## src/rtl/keypad_scanner.sv

```systemverilog
// Matrix keypad scanner: drives one row low at a time, debounces every key over
// several full scans and reports press/release events over a valid/ready handshake.
module keypad_scanner #(
  parameter int ROWS           = 4,
  parameter int COLS           = 4,
  parameter int SETTLE_CYCLES  = 16,
  parameter int DEBOUNCE_SCANS = 4,
  localparam int NK = ROWS * COLS,
  localparam int KW = (NK > 1) ? $clog2(NK) : 1
) (
  input  logic            clk,
  input  logic            reset,
  output logic [ROWS-1:0] keypad_row,
  input  logic [COLS-1:0] keypad_column,
  output logic [NK-1:0]   keys,
  output logic            any_key,
  output logic            event_valid,
  input  logic            event_ready,
  output logic [KW-1:0]   event_code,
  output logic            event_pressed
);

  localparam int RW = $clog2(ROWS);
  localparam int CW = (COLS > 1) ? $clog2(COLS) : 1;
  localparam int SW = $clog2(SETTLE_CYCLES);
  localparam int DW = $clog2(DEBOUNCE_SCANS + 1);

  typedef enum logic [1:0] {SETTLE, SAMPLE, EMIT, NEXT} state_t;

  state_t          state_q, state_d;
  logic [COLS-1:0] meta_q, sync_q;
  logic [SW-1:0]   settle_q, settle_d;
  logic [RW-1:0]   row_q, row_d;
  logic [CW-1:0]   col_q, col_d;
  logic [ROWS-1:0] row_drv_q, row_drv_d;
  logic [NK-1:0]   keys_q, keys_d;
  logic [DW-1:0]   cnt_q [NK];
  logic [DW-1:0]   cnt_d [NK];
  logic [COLS-1:0] flip_q, flip_d;
  logic            any_q, any_d;
  logic            ev_vld_q, ev_vld_d;
  logic [KW-1:0]   ev_code_q, ev_code_d;
  logic            ev_pr_q, ev_pr_d;
  logic [COLS-1:0] sample;

  // Columns are active-low; internally 1 means "pressed".
  assign sample = ~sync_q;

  function automatic logic [KW-1:0] key_index(input logic [RW-1:0] r, input logic [CW-1:0] c);
    return KW'(32'(r) * COLS + 32'(c));
  endfunction

  always_comb begin
    state_d   = state_q;
    settle_d  = settle_q;
    row_d     = row_q;
    col_d     = col_q;
    row_drv_d = row_drv_q;
    keys_d    = keys_q;
    cnt_d     = cnt_q;
    flip_d    = flip_q;
    ev_vld_d  = ev_vld_q;
    ev_code_d = ev_code_q;
    ev_pr_d   = ev_pr_q;

    case (state_q)
      SETTLE: begin
        if (settle_q == SW'(SETTLE_CYCLES - 1)) state_d = SAMPLE;
        else                                    settle_d = settle_q + 1'b1;
      end
      SAMPLE: begin
        flip_d = '0;
        for (int r = 0; r < ROWS; r++) begin
          for (int c = 0; c < COLS; c++) begin
            if (row_q == RW'(r)) begin
              if (sample[c] == keys_q[r*COLS+c]) begin
                cnt_d[r*COLS+c] = '0;
              end else if (cnt_q[r*COLS+c] == DW'(DEBOUNCE_SCANS - 1)) begin
                keys_d[r*COLS+c] = ~keys_q[r*COLS+c];
                cnt_d[r*COLS+c]  = '0;
                flip_d[c]        = 1'b1;
              end else begin
                cnt_d[r*COLS+c] = cnt_q[r*COLS+c] + 1'b1;
              end
            end
          end
        end
        // Column 0's event is presented on the first EMIT cycle.
        col_d     = '0;
        state_d   = EMIT;
        ev_vld_d  = flip_d[0];
        ev_code_d = key_index(row_q, '0);
        ev_pr_d   = keys_d[ev_code_d];
      end
      EMIT: begin
        if (!ev_vld_q || event_ready) begin
          if (col_q == CW'(COLS - 1)) begin
            state_d  = NEXT;
            ev_vld_d = 1'b0;
          end else begin
            col_d     = col_q + 1'b1;
            ev_vld_d  = flip_q[col_d];
            ev_code_d = key_index(row_q, col_d);
            ev_pr_d   = keys_q[ev_code_d];
          end
        end
      end
      NEXT: begin
        row_d     = (row_q == RW'(ROWS - 1)) ? '0 : row_q + 1'b1;
        row_drv_d = ~({{(ROWS-1){1'b0}}, 1'b1} << row_d);
        settle_d  = '0;
        col_d     = '0;
        state_d   = SETTLE;
      end
      default: state_d = SETTLE;
    endcase

    any_d = |keys_d;
  end

  always_ff @(posedge clk or posedge reset) begin
    if (reset) begin
      state_q   <= SETTLE;
      meta_q    <= '0;
      sync_q    <= '0;
      settle_q  <= '0;
      row_q     <= '0;
      col_q     <= '0;
      row_drv_q <= {{(ROWS-1){1'b1}}, 1'b0};
      keys_q    <= '0;
      for (int k = 0; k < NK; k++) cnt_q[k] <= '0;
      flip_q    <= '0;
      any_q     <= 1'b0;
      ev_vld_q  <= 1'b0;
      ev_code_q <= '0;
      ev_pr_q   <= 1'b0;
    end else begin
      state_q   <= state_d;
      meta_q    <= keypad_column;
      sync_q    <= meta_q;
      settle_q  <= settle_d;
      row_q     <= row_d;
      col_q     <= col_d;
      row_drv_q <= row_drv_d;
      keys_q    <= keys_d;
      cnt_q     <= cnt_d;
      flip_q    <= flip_d;
      any_q     <= any_d;
      ev_vld_q  <= ev_vld_d;
      ev_code_q <= ev_code_d;
      ev_pr_q   <= ev_pr_d;
    end
  end

  assign keypad_row    = row_drv_q;
  assign keys          = keys_q;
  assign any_key       = any_q;
  assign event_valid   = ev_vld_q;
  assign event_code    = ev_code_q;
  assign event_pressed = ev_pr_q;

endmodule

```

## config.mk

```make
export PLATFORM = sky130hd
export DESIGN_NAME = keypad_scanner
export DESIGN_NICKNAME = d
export VERILOG_FILES = /design/src/rtl/keypad_scanner.sv
export SDC_FILE = /design/constraint.sdc
export NUM_CORES = 1
export LEC_CHECK = 0
export ABC_AREA = 1
export BUFFER_PORTS_ARGS = -buffer_cell sky130_fd_sc_hd__buf_2
export CORE_ASPECT_RATIO = 2
export CORE_UTILIZATION = 30
export DETAILED_ROUTE_END_ITERATION = 16
export PLACE_DENSITY_LB_ADDON = 0.25
export SLEW_MARGIN = 25
export SYNTH_ARGS = -nofsm -noshare
export SYNTH_HDL_FRONTEND = slang
export SYNTH_SLANG_ARGS = --single-unit
```

## constraint.sdc

```tcl
create_clock -name clk -period 3.85 [get_ports clk]
set_input_delay 0.385 -clock clk [delete_from_list [all_inputs] [get_ports clk]]
set_output_delay 0.385 -clock clk [all_outputs]
set_load 0.01 [all_outputs]
```

**After elaboration in Yosys (flattened, before gate mapping)**

Cells that the tools add are included.

- Register bits: 97
- Logic and storage cells: 293

- $add $sub $neg: 20
- $lt $le $gt $ge: 3
- Eq/ne operators: 45
- Shifts and indexed selects: 1
- Muxes and demuxes: 159
- Bitwise operators: 18
- Reductions and logical operators: 18

Operators with widths:

| kind | count |
|---|---|
| 1-bit two-way mux | 108 |
| 3-bit two-way mux | 32 |
| 3-bit by 1-bit adder with 3-bit output, second input constant | 16 |
| 3-bit by 2-bit == test with 1-bit output, second input constant | 16 |
| 1-bit == test | 16 |
| 16-bit two-way mux | 1 |
| 1-bit NOT | 16 |
| 4-bit case mux with 2 select lines | 2 |
| 16-bit OR reduction | 1 |
| 2-bit two-way mux | 6 |
| 4-bit two-way mux | 3 |
| 2-bit AND reduction | 6 |
| 2-bit == test, second input constant | 5 |
| 4-bit by 5-bit < comparator with 1-bit output, second input constant | 2 |
| 2-bit inequality test, second input constant | 5 |
| 3-bit AND reduction | 3 |
| 4-bit NOT | 2 |
| 2-bit case mux with 4 select lines | 1 |
| 2-bit nonzero test | 3 |
| 2-bit by 1-bit adder with 2-bit output, second input constant | 2 |
| 4-bit by 1-bit adder with 4-bit output, second input constant | 1 |
| 4-bit by 2-bit adder with 4-bit output | 1 |
| 1-bit binary-select mux with 2-bit select | 2 |
| 1-bit binary-select mux with 4-bit select | 1 |
| 10 further kinds | 13 |

**Depth between registers and ports, before layout**

- Depth in word-level cells: 15
- Depth in mapped cells: 14
- Depth with buffers taken out: 12

**Least setup slack after synthesis**

OpenSTA, ideal clock, no wires.

- Path type: reg2reg
- Start point: register row_q[0]
- End point: register any_q (netlist: any_key)
- Library setup time: 119 ps
- Data arrival time: 1,737 ps
- Required time: 3,731 ps
- Slack: 1,994 ps
- Cell stages (with the launch flop): 13
- Buffers on the path: 1
- Clock period less this slack: 1,856 ps
- Cells stage by stage: dfrtp_1 inv_1 ha_1 nand2_4 inv_4 buf_12 nand2_2 o21ai_2 nand2_1 nor2_1 nand2_1 nor2_1 nand2_1

- Longest elaborated chain between the ends: 5
- Elaborated cells between the ends (all ways): 26

Ends and longest elaborated chain:

| what | line | text |
|---|---|---|
| start, declared | 33 | `logic [RW-1:0] row_q, row_d;` |
| start signal, assigned | 142 | `row_q <= row_d;` |
| 2-bit by 1-bit == test with 1-bit output (tied with other cells) | 75 | `if (row_q == RW'(r)) begin` |
| 1-bit two-way mux | 75 |  |
| 1-bit two-way mux | 66 | `case (state_q)` |
| 16-bit two-way mux * | 66 |  |
| 16-bit OR reduction * | 118 | `any_d = \|keys_d;` |
| named net any_d | 40 | `logic any_q, any_d;` |
| end signal, assigned | 148 | `any_q <= any_d;` |
| end, declared | 40 |  |

The timed path passes the listed nets; every way through them passes the cells marked *. The select of a mux whose other input is x is not followed.
A chain may end at the register's enable or synchronous reset.

**Worst setup path after layout**

- Start point: register state_q[1]
- End point: register any_q (netlist: any_key)

- Longest elaborated chain between the ends: 3

Ends and longest elaborated chain:

| what | line | text |
|---|---|---|
| start, declared | 30 | `state_t state_q, state_d;` |
| start signal, assigned | 138 | `state_q <= state_d;` |
| 2-bit by 1-bit == test with 1-bit output | 66 |  |
| 16-bit two-way mux | 66 |  |
| 16-bit OR reduction | 118 |  |
| named net any_d | 40 |  |

The timed path passes the listed nets, and every way through them passes these cells.

==> results.ini <==
[clock_tree]
clkTransAtPathRegs_ns=0.08
cts_buffers=9
cts_root_buffer=clkbuf_16
cts_tree=built
clock_sinks=97
htree_levels=3
clock_latency_ns=0.36
post_cts.repair.setup_buffers=0
cts-resized-gates=0
clk_path_buf_depth=2
cts_hold_buf=0

[synthesis]
avgSynthCellArea_um2=8.79
synth-compound-area-share_pct=12.8
ys_top_cells_by_area=dfrtp_1 (47%), nand2_1 (8.0%), ha_1 (7.5%)
syn_inst=569
yosysUniqueCellTypes=38
synth_xor_xnor_area_share_pct=2.98
yosys.area.top_type=dfrtp_1
async_flop_share_pct=100
synth-simple-area-share_pct=18.5
synth_fa_ha_area_share_pct=7.50
synthesis.area_um2=5000
yosysSeqAreaShare_pct=48.6
synth-seq-cells=97
synth_edf_count=0
syn_nets=606
yosys_warnings=0
synthFlopType=dfrtp_1
yosys.area.top_type_share_pct=47.0
synth_top_family_by_area=simple AND/OR/NAND/NOR gates
synthMuxAreaShare_pct=1.00

[floorplanning]
coreArea_um2=16300
start_util_pct=30.8
die_w_um=93.3
die_height_um=185
io_pins=34
die-area_um2=17200
num_rows=66

[min_path]
hold_path_class=primary input to register
hold_start=keypad_column[0]

[sta]
min_period_ns=2.53
slew_viol_final=0
fin_tns_setup_ns=0
max_slew_margin_pct=46.3
final.setup.worst_slack_ns=1.32
setup_viol=0
max_clock_freq_mhz=395
clock_skew_ns=0.0123
rsz0062_at_grt=no
worst_slew_pin_slew_ns=0.806
fin_crit_sh_pct=65.7
hold_viol_final=0

[layout]
seqCellArea_um2=2430
drive_above_1_share_pct=12.0
multi_input_area_um2=2140
final_cell_mix=nand2_1 (106), dfrtp_1 (94), inv_1 (83)
area_delta_synth_final_pct=13.2
fill_cells=1662
n_antenna_cell=0
layout.nets=638
layout_commonest_cell=nand2_1

[global_route]
met1_usage_pct=16.7
met3_usage_pct=2.64
grt.total_usage_pct=16.0
met2_usage_pct=29.5
grt_busiest_layer=met2
grt_max_degree=76
grt_pass1_wl_mm=20.6
grt_pass1_vias=3985
antenna_found_initial=0
grt_remaining_overflow=0

[power_and_ir_drop]
power.leakage_uw=0.00308
ir_worst_vdd_mv=0.192
powerDensity_nw_per_um2=359
power_uw=2030

[critical_path]
cpMostUsedCell=nand2_1
critPathArrivalTime_ns=2.78
crit_path_start=state_q[1]
worstSetupPathType=register to register
path_cells=inv_1 -> ha_1 -> nand2_4 -> inv_2 -> nand2_1 -> o21ai_0 -> nand2_1 -> nor2_1 -> nand2_1 -> nor2_1 -> nand2_1
r2r_start=state_q[1]
critPathCaptureType=register
cp_slowest_stage_delay_ns=0.70
cp.required_ns=4.10
crit_path_top_delay_cell=ha_1
crit_fanout=12
start_kind=register
path_buf_inv=2
critPathTopFamily=simple AND/OR/NAND/NOR gates

[drt]
vias=3827
drt_first_pass_iters=4
drc_errors=0
wire_per_inst_um=15.4
routed_wirelength_mm=12.5
via_per_inst=4.72
first_iter_violations=215
ant_nets=0

[place]
gp_congestion=0.832
dp_hpwl_mm=9.70
numPortBuffers=33
dp_slack_ns=1.32

[flow_run]
maxCapViolCount=0

[outcome]
status=complete, no violations

==> metrics by stage <==
step	cells	instance area, um^2	hold slack [ns]	utilization, %
2_1_floorplan	569	5000	0.331	-
3_3_place_gp	794	5350	0.334	32.9
3_5_place_dp	794	5350	0.335	32.9
4_1_cts	810	5660	0.115	34.8
5_1_grt	810	5660	0.119	34.8
6_report	810	5660	0.124	34.8
==> path summary, 6_finish.rpt <==
kind / to / slack, ns / depth (start not counted)
max: any_key / 1.32 / 11
min: meta_q[0] / 0.12 / 1
max reg2reg: any_key / 1.32 / 11
min reg2reg: sync_q[1] / 0.35 / 0
max in group asynchronous: cnt_q[37] / 2.93 / 3
min in group asynchronous: meta_q[0] / 0.13 / 2
==> metal layers <==
metal,vias up,routed length [um]
met1,1843,4810
met5,-,0
li1,1910,-
met3,21,332
met2,53,6880
met4,0,486
==> power breakdown <==
group | internal [uW] | switching, uW | total (uW)
clock network | 516 | 425 | 942
registers | 1030 | 10.5 | 1040
logic | 14.2 | 40.6 | 54.8
==> Yosys cell counts, types with 2 or more instances <==
library cell and number:
nand4_1 5, buf_4 2, o21ai_0 36, nand3b_1 3, mux2i_1 5, buf_2 5, inv_2 3, a32o_1 9
dfstp_2 3, a21oi_1 30, xor2_1 6, clkbuf_1 5, ha_1 30, nor2_1 40, xnor2_1 11, dfrtp_1 94
o21ai_2 2, nand3_1 43, nand2_4 4, o21a_1 4, a31oi_1 5, o21ai_1 5, or2_2 4, nor3_1 4
inv_1 84, buf_6 2, nand2_1 106, a21boi_0 9
==> flip-flops by register name, summed over array words and instances, names as in the netlist <==
signal         flops
state_q            2
flip_q             4
any_key            1
cnt_q             48
event_pressed      1
settle_q           4
row_q              2
keys              16
meta_q             4
event_code         4
col_q              2
event_valid        1
keypad_row         4
sync_q             4
==> kinds of logic after synthesis <==
| group | count (synthesis) |
|---|---|
| adders and majority gates | 30 |
| AOI/OAI and AO/OA | 106 |
| and+or+nand+nor | 211 |
| DFF | 97 |
| buffers and inverters | 103 |
| xor gates and xnor gates | 17 |
| muxes | 5 |
==> final cells by class <==
type	instances	area share, %
Sequential cell	97	42.9
Multi-Input combinational cell	369	37.8
Inverter	88	5.97
Tap cell	204	4.51
Clock buffer	9	3.98
Timing Repair Buffer	36	3.31
Clock inverter	7	1.52
Power figures use the tool's default switching activity.
